`src/rtl/usb_pkg.sv`:
```
// usb_pkg: PID constants, packet widths and enums shared by the USB protocol engine.
package usb_pkg;

    localparam int TOKEN_W   = 19;
    localparam int PKT_W     = 72;
    localparam int PAYLOAD_W = 64;

    localparam logic [7:0] PID_OUT  = 8'b10000111;
    localparam logic [7:0] PID_IN   = 8'b10010110;
    localparam logic [7:0] PID_DATA = 8'b11000011;
    localparam logic [7:0] PID_ACK  = 8'b01001011;
    localparam logic [7:0] PID_NAK  = 8'b01011010;

    typedef enum logic [1:0] {
        TK_TOKEN = 2'b00,
        TK_DATA  = 2'b01,
        TK_HS    = 2'b10
    } tx_kind_t;

    typedef enum logic [2:0] {
        ST_IDLE,
        ST_SEND_TOK,
        ST_SEND_DATA,
        ST_WAIT_HS,
        ST_WAIT_DATA,
        ST_SEND_HS,
        ST_DONE
    } ptcl_state_t;

endpackage

```
`src/rtl/ptcl_timer.sv`:
```
// ptcl_timer: wait-state timeout counter; expire is high on the last allowed wait cycle.
module ptcl_timer #(
    parameter int TIMEOUT_CYC = 255
) (
    input  logic clk,
    input  logic rst_b,
    input  logic clr,
    input  logic en,
    output logic expire
);

    localparam int W = $clog2(TIMEOUT_CYC + 1);

    logic [W-1:0] cnt_q, cnt_d;

    always_comb cnt_d = clr ? '0 : en ? cnt_q + 1'b1 : cnt_q;

    always_ff @(posedge clk or negedge rst_b) begin
        if (!rst_b) cnt_q <= '0;
        else        cnt_q <= cnt_d;
    end

    assign expire = en && cnt_q == W'(TIMEOUT_CYC - 1);

endmodule

```
`src/rtl/usb_protocol_fsm.sv`:
```
// usb_protocol_fsm: host-side USB transaction engine (token/data/handshake, timeouts, retries).
// Optional USB_PTCL_STATS_EN adds a saturating err_count of failed attempts.
module usb_protocol_fsm
    import usb_pkg::*;
#(
    parameter int TIMEOUT_CYC  = 255,
    parameter int MAX_ATTEMPTS = 8
) (
    input  logic                 clk,
    input  logic                 rst_b,
    input  logic                 data_avail,
    input  logic [TOKEN_W-1:0]   token_pkt,
    input  logic [PKT_W-1:0]     data_pkt,
    output logic                 ptcl_ready,
    output logic                 ptcl_done,
    output logic                 ptcl_success,
    output logic [PAYLOAD_W-1:0] ptcl_data,
    output logic                 tx_valid,
    input  logic                 tx_ready,
    output logic [1:0]           tx_kind,
    output logic [PKT_W-1:0]     tx_pkt,
    input  logic                 rx_valid,
    input  logic [7:0]           rx_pid,
    input  logic [PAYLOAD_W-1:0] rx_data,
`ifdef USB_PTCL_STATS_EN
    output logic [15:0]          err_count,
`endif
    input  logic                 rx_crc_ok
);

    localparam int AW = $clog2(MAX_ATTEMPTS + 1);

    ptcl_state_t          state_q, state_d;
    logic [AW-1:0]        attempt_q, attempt_d;
    logic [TOKEN_W-1:0]   tok_q, tok_d;
    logic [PKT_W-1:0]     dat_q, dat_d;
    logic [7:0]           hs_q, hs_d;
    logic                 success_q, success_d;
    logic [PAYLOAD_W-1:0] data_q, data_d;
    logic                 in_wait, expire, fail, rx_good;
    tx_kind_t             kind;

    assign in_wait = state_q == ST_WAIT_HS || state_q == ST_WAIT_DATA;
    assign rx_good = rx_pid == PID_DATA && rx_crc_ok;

    ptcl_timer #(.TIMEOUT_CYC(TIMEOUT_CYC)) u_timer (
        .clk    (clk),
        .rst_b  (rst_b),
        .clr    (!in_wait),
        .en     (in_wait),
        .expire (expire)
    );

    always_comb begin
        state_d   = state_q;
        attempt_d = attempt_q;
        tok_d     = tok_q;
        dat_d     = dat_q;
        hs_d      = hs_q;
        success_d = success_q;
        data_d    = data_q;
        fail      = 1'b0;
        unique case (state_q)
            ST_IDLE: if (data_avail) begin
                tok_d     = token_pkt;
                dat_d     = data_pkt;
                attempt_d = '0;
                success_d = 1'b0;
                state_d   = ST_SEND_TOK;
            end
            ST_SEND_TOK:  if (tx_ready) state_d = tok_q[18:11] == PID_IN ? ST_WAIT_DATA : ST_SEND_DATA;
            ST_SEND_DATA: if (tx_ready) state_d = ST_WAIT_HS;
            ST_WAIT_HS: begin
                if (rx_valid && rx_pid == PID_ACK) begin
                    state_d   = ST_DONE;
                    success_d = 1'b1;
                end else fail = rx_valid || expire;
            end
            ST_WAIT_DATA: begin
                if (rx_valid) begin
                    hs_d    = rx_good ? PID_ACK : PID_NAK;
                    data_d  = rx_good ? rx_data : data_q;
                    state_d = ST_SEND_HS;
                end else fail = expire;
            end
            ST_SEND_HS: begin
                if (tx_ready && hs_q == PID_ACK) begin
                    state_d   = ST_DONE;
                    success_d = 1'b1;
                end else fail = tx_ready;
            end
            ST_DONE: state_d = ST_IDLE;
            default: state_d = ST_IDLE;
        endcase
        // Every failure path funnels here so retry accounting lives in one place.
        if (fail) begin
            state_d   = attempt_q == AW'(MAX_ATTEMPTS - 1) ? ST_DONE : ST_SEND_TOK;
            attempt_d = attempt_q + 1'b1;
        end
    end

    always_ff @(posedge clk or negedge rst_b) begin
        if (!rst_b) begin
            state_q   <= ST_IDLE;
            attempt_q <= '0;
            tok_q     <= '0;
            dat_q     <= '0;
            hs_q      <= '0;
            success_q <= 1'b0;
            data_q    <= '0;
        end else begin
            state_q   <= state_d;
            attempt_q <= attempt_d;
            tok_q     <= tok_d;
            dat_q     <= dat_d;
            hs_q      <= hs_d;
            success_q <= success_d;
            data_q    <= data_d;
        end
    end

`ifdef USB_PTCL_STATS_EN
    logic [15:0] err_count_q, err_count_d;

    always_comb err_count_d = (fail && err_count_q != '1) ? err_count_q + 1'b1 : err_count_q;

    always_ff @(posedge clk or negedge rst_b) begin
        if (!rst_b) err_count_q <= '0;
        else        err_count_q <= err_count_d;
    end

    assign err_count = err_count_q;
`endif

    always_comb begin
        kind   = state_q == ST_SEND_DATA ? TK_DATA : state_q == ST_SEND_HS ? TK_HS : TK_TOKEN;
        tx_pkt = state_q == ST_SEND_DATA ? dat_q :
                 state_q == ST_SEND_HS   ? {{(PKT_W-8){1'b0}}, hs_q} :
                 state_q == ST_SEND_TOK  ? {{(PKT_W-TOKEN_W){1'b0}}, tok_q} : '0;
    end

    assign tx_kind      = kind;
    assign tx_valid     = state_q == ST_SEND_TOK || state_q == ST_SEND_DATA || state_q == ST_SEND_HS;
    assign ptcl_ready   = state_q == ST_IDLE;
    assign ptcl_done    = state_q == ST_DONE;
    assign ptcl_success = ptcl_done && success_q;
    assign ptcl_data    = data_q;

endmodule

```
`config.mk`:
```
export PLATFORM = sky130hd
export DESIGN_NAME = usb_protocol_fsm
export DESIGN_NICKNAME = d
export VERILOG_FILES = /design/src/rtl/usb_pkg.sv /design/src/rtl/ptcl_timer.sv /design/src/rtl/usb_protocol_fsm.sv
export SDC_FILE = /design/constraint.sdc
export NUM_CORES = 1
export LEC_CHECK = 0
export ABC_CLOCK_PERIOD_IN_PS = 2100
export BUFFER_PORTS_ARGS = -buffer_cell sky130_fd_sc_hd__buf_2
export CORE_MARGIN = 1
export CORE_UTILIZATION = 35
export DETAILED_ROUTE_END_ITERATION = 7
export PLACE_DENSITY = 0.61
export SLEW_MARGIN = 30
export SYNTH_ARGS = -nofsm -noshare
export SYNTH_HDL_FRONTEND = slang
export SYNTH_SLANG_ARGS = --single-unit
```
`constraint.sdc`:
```
create_clock -name clk -period 2.1 [get_ports clk]
set_input_delay 0.105 -clock clk [delete_from_list [all_inputs] [get_ports clk]]
set_output_delay 0.105 -clock clk [all_outputs]
set_load 0.005 [all_outputs]
```
==> flow_summary.yaml <==
logic_synthesis:
  synth_top_area_share_pct: 56.8
  synth_top_cells_by_area: "dfrtp_1, nand2_1, mux2_4, and3_1, mux2_2"
  syn-instance-count: 742
  synth_seq_cells: 174
  ys_types: 44
  synth-seq-area-share_pct: 56.8
  syn_nets: 914
  synth-edff-count: 0
  yosysMostFrequentCell: "nand2_1"
  synth_area_leader_cell: "dfrtp_1"
  synth_area_mm2: 0.00766
  yosysWarnings: 0
  synthTopCellsByCount: "nand2_1, dfrtp_1, and3_1, clkbuf_1, mux2_4"
  syn_area_per_cell_um2: 10.3
  ys.flop_type: "dfrtp_1"
  async_flop_share_pct: 100
routing:
  wl_um: 22700
  vias_per_cell: 4.69
  ant_nets: 0
  drc: 0
  wl_per_cell_um: 15.3
  num_vias: 6967
  dr.pass1.iters: 4
  drt_iter0_drc: 303
power:
  pwr-share-comb_pct: 31.2
  switchingPower_mw: 3.93
  p_int_mw: 7.45
  max-vdd-ir-drop_mv: 0.662
  powerDensity_mw_per_mm2: 973
  netSwitchingFraction_pct: 34.5
  p_leak_nw: 6.72
  pwr-share-seq_pct: 41.5
  p_clk_share_pct: 27.3
die:
  initial_utilization_pct: 36.1
  core_region_area_mm2: 0.0212
  die_height_um: 150
  rows: 53
  die_x_um: 150
  die_area_mm2: 0.0225
  io_pins: 311
clock_tree:
  htree_num_levels: 4
  cts_buffers: 17
  clock_latency_ns: 0.42
  cts_tree: "built"
  cts_sinks: 174
  clock_tree.root_cell: "clkbuf_16"
  cts_buffer_depth: 2
  clkSlewWorstSetupHoldPaths_ns: 0.07
grt:
  grt_pass1_vias: 7018
  grt_pass1_wl_um: 35300
  antenna_found_initial: 0
  use_met1_pct: 24.3
  grt-ovfl-total: 0
  grt_max_degree: 83
  met3_usage_pct: 4.76
  gr-usage-met2_pct: 34.8
  grt_usage_pct: 20.0
  grt_most_used_layer: "met2"
sta:
  finalCritPeriodShare_pct: 95.0
  fin_ws_ns: 0.106
  hold_viol: 0
  clock_skew_ns: 0.0137
  worstMarginPinSlew_ns: 0.521
  min_period_ns: 1.99
  whs_ns: 0.0521
  fmaxAchievable_mhz: 501
  finalSetupTns_ns: 0
  rsz0062_at_grt: "no"
  setup_viol: 0
  slew-limit-headroom_pct: 65.1
  drv_slew: 0
placement:
  portBuffers: 310
  dp_hpwl_um: 14100
  pre_cts_slack_ns: 0.0743
  dp_cells: 1297
  place_congestion: 0.779
layout:
  utilization_pct: 55.2
  antenna_cells_inserted: 0
  nNetsFinal: 1369
  final_layout_size_suffix_gt1_share_pct: 36.0
  syn_to_final_growth_pct: 52.8
  final_cell_count_no_fill: 1485
hold_path:
  worstHoldPathType: "in -> reg"
setup_path:
  arrival_ns: 1.89
  crit_path_end_kind: "output port"
  critPathKind: "reg -> out"
  crit_fanout: 55
  crit_required_ns: 2.00
  crit_path_start_kind: "flop"
status:
  run_status: "complete, no violations"
run:
  max_cap_violations: 0
[power by group through the flow]
stage	registers [mW]	logic (mW)	clock network [mW]
finish	4.73	3.55	3.11
detailed placement	4.76	3.30	0
floorplan	4.64	2.05	0
global placement	4.75	3.26	0
CTS	4.72	3.53	3.22
global route	4.83	3.99	3.37
[critical path, cell delays in order, from the launching register on]
cell     delay (ns)
dfrtp_1        0.39
buf_4          0.19
nor2b_2        0.16
buf_6          0.35
and3_1         0.23
buf_2          0.15
[path summary, 6_finish.rpt]
check | cells after the start | slack [ns] | to | start
max reg2reg | 6 | 0.12 | ptcl_data[45]$_DFFE_PN0P_ | state_q[1]$_DFFE_PN0P_
min in group asynchronous | 2 | 0.19 | ptcl_data[54]$_DFFE_PN0P_ | rst_b
min | 3 | 0.05 | hs_q[3]$_DFFE_PN0P_ | rx_valid
min reg2reg | 2 | 0.47 | dat_q[25]$_DFFE_PN0P_ | dat_q[25]$_DFFE_PN0P_
max | 5 | 0.11 | ptcl_success | state_q[0]$_DFFE_PN0P_
max in group asynchronous | 3 | 1.18 | dat_q[19]$_DFFE_PN0P_ | rst_b
[routing by layer]
layer	up-vias	part of all wire (%)
li1	3341	-
met1	3348	42
met2	252	50
met3	26	6.1
met4	0	1.8
met5	-	0
[metrics by stage]
step                total power, mW  area, µm²
CTS                            11.5      11700
global placement               8.01       9550
global route                   12.2      11700
finish                         11.4      11700
detailed placement             8.06       9550
floorplan                      6.69       7660
[cells in the final DEF, fill, tap and decap left out, types with 2 or more instances in the layout]
master         Yosys  final
ha_1               3      3
a22o_1            16     16
xor2_1             5      5
a21oi_1            3      3
nor3_1             3      3
mux2_4            38     38
mux2i_1            6      6
inv_8              0      6
nand3_1            5      5
buf_6              5      4
dfrtp_1          174    174
buf_4              0     10
nand2b_1           5      5
buf_2              4    309
mux2_2            29     29
buf_12             0      5
and3b_1            2      2
nor4bb_1           2      2
nor2_1            18     18
nand2_1          292    291
and3_1            55     55
dlygate4sd3_1      0    156
clkinv_8           0      2
inv_1              4      4
clkinvlp_4         0      4
clkbuf_16          0     17
o21ai_0            9      9
o31ai_1            2      2
[repair_timing]
action / in CTS / in global routing
hold buffers: 156 / 0
setup endpoints to repair: 21 / 70
resized for setup: 1 / 4
buffers inserted: 0 / 0
endpoints found under the hold margin: 200 / 0
[cell families (layout without fill, tap and decap cells)]
group           after synthesis  in the layout  synth area share, %
buf+inv                      52            520                 3.10
fa+ha+maj                     3              3                0.490
flops                       174            174                 56.8
mux                          73             73                 12.5
xor+xnor                      6              6                0.686
compound gates               39             39                 3.90
simple gates                395            395                 22.5
[layout make-up]
class / instances / area [µm²]
Clock inverter: 14 / 148
Inverter: 4 / 15.0
Multi-Input combinational cell: 516 / 3080
Sequential cell: 174 / 4350
Timing Repair Buffer: 484 / 3330
Tap cell: 275 / 344
Clock buffer: 18 / 439
Fill cell: 1845 / 9510
[registers in the layout, summed over array words and instances, names as in the netlist]
| signal | cells |
|---|---|
| ptcl_data | 64 |
| attempt_q | 4 |
| tok_q | 19 |
| u_timer.cnt_q | 8 |
| success_q | 1 |
| state_q | 3 |
| hs_q | 3 |
| dat_q | 72 |
No activity file was read; power rests on OpenSTA's default activity.
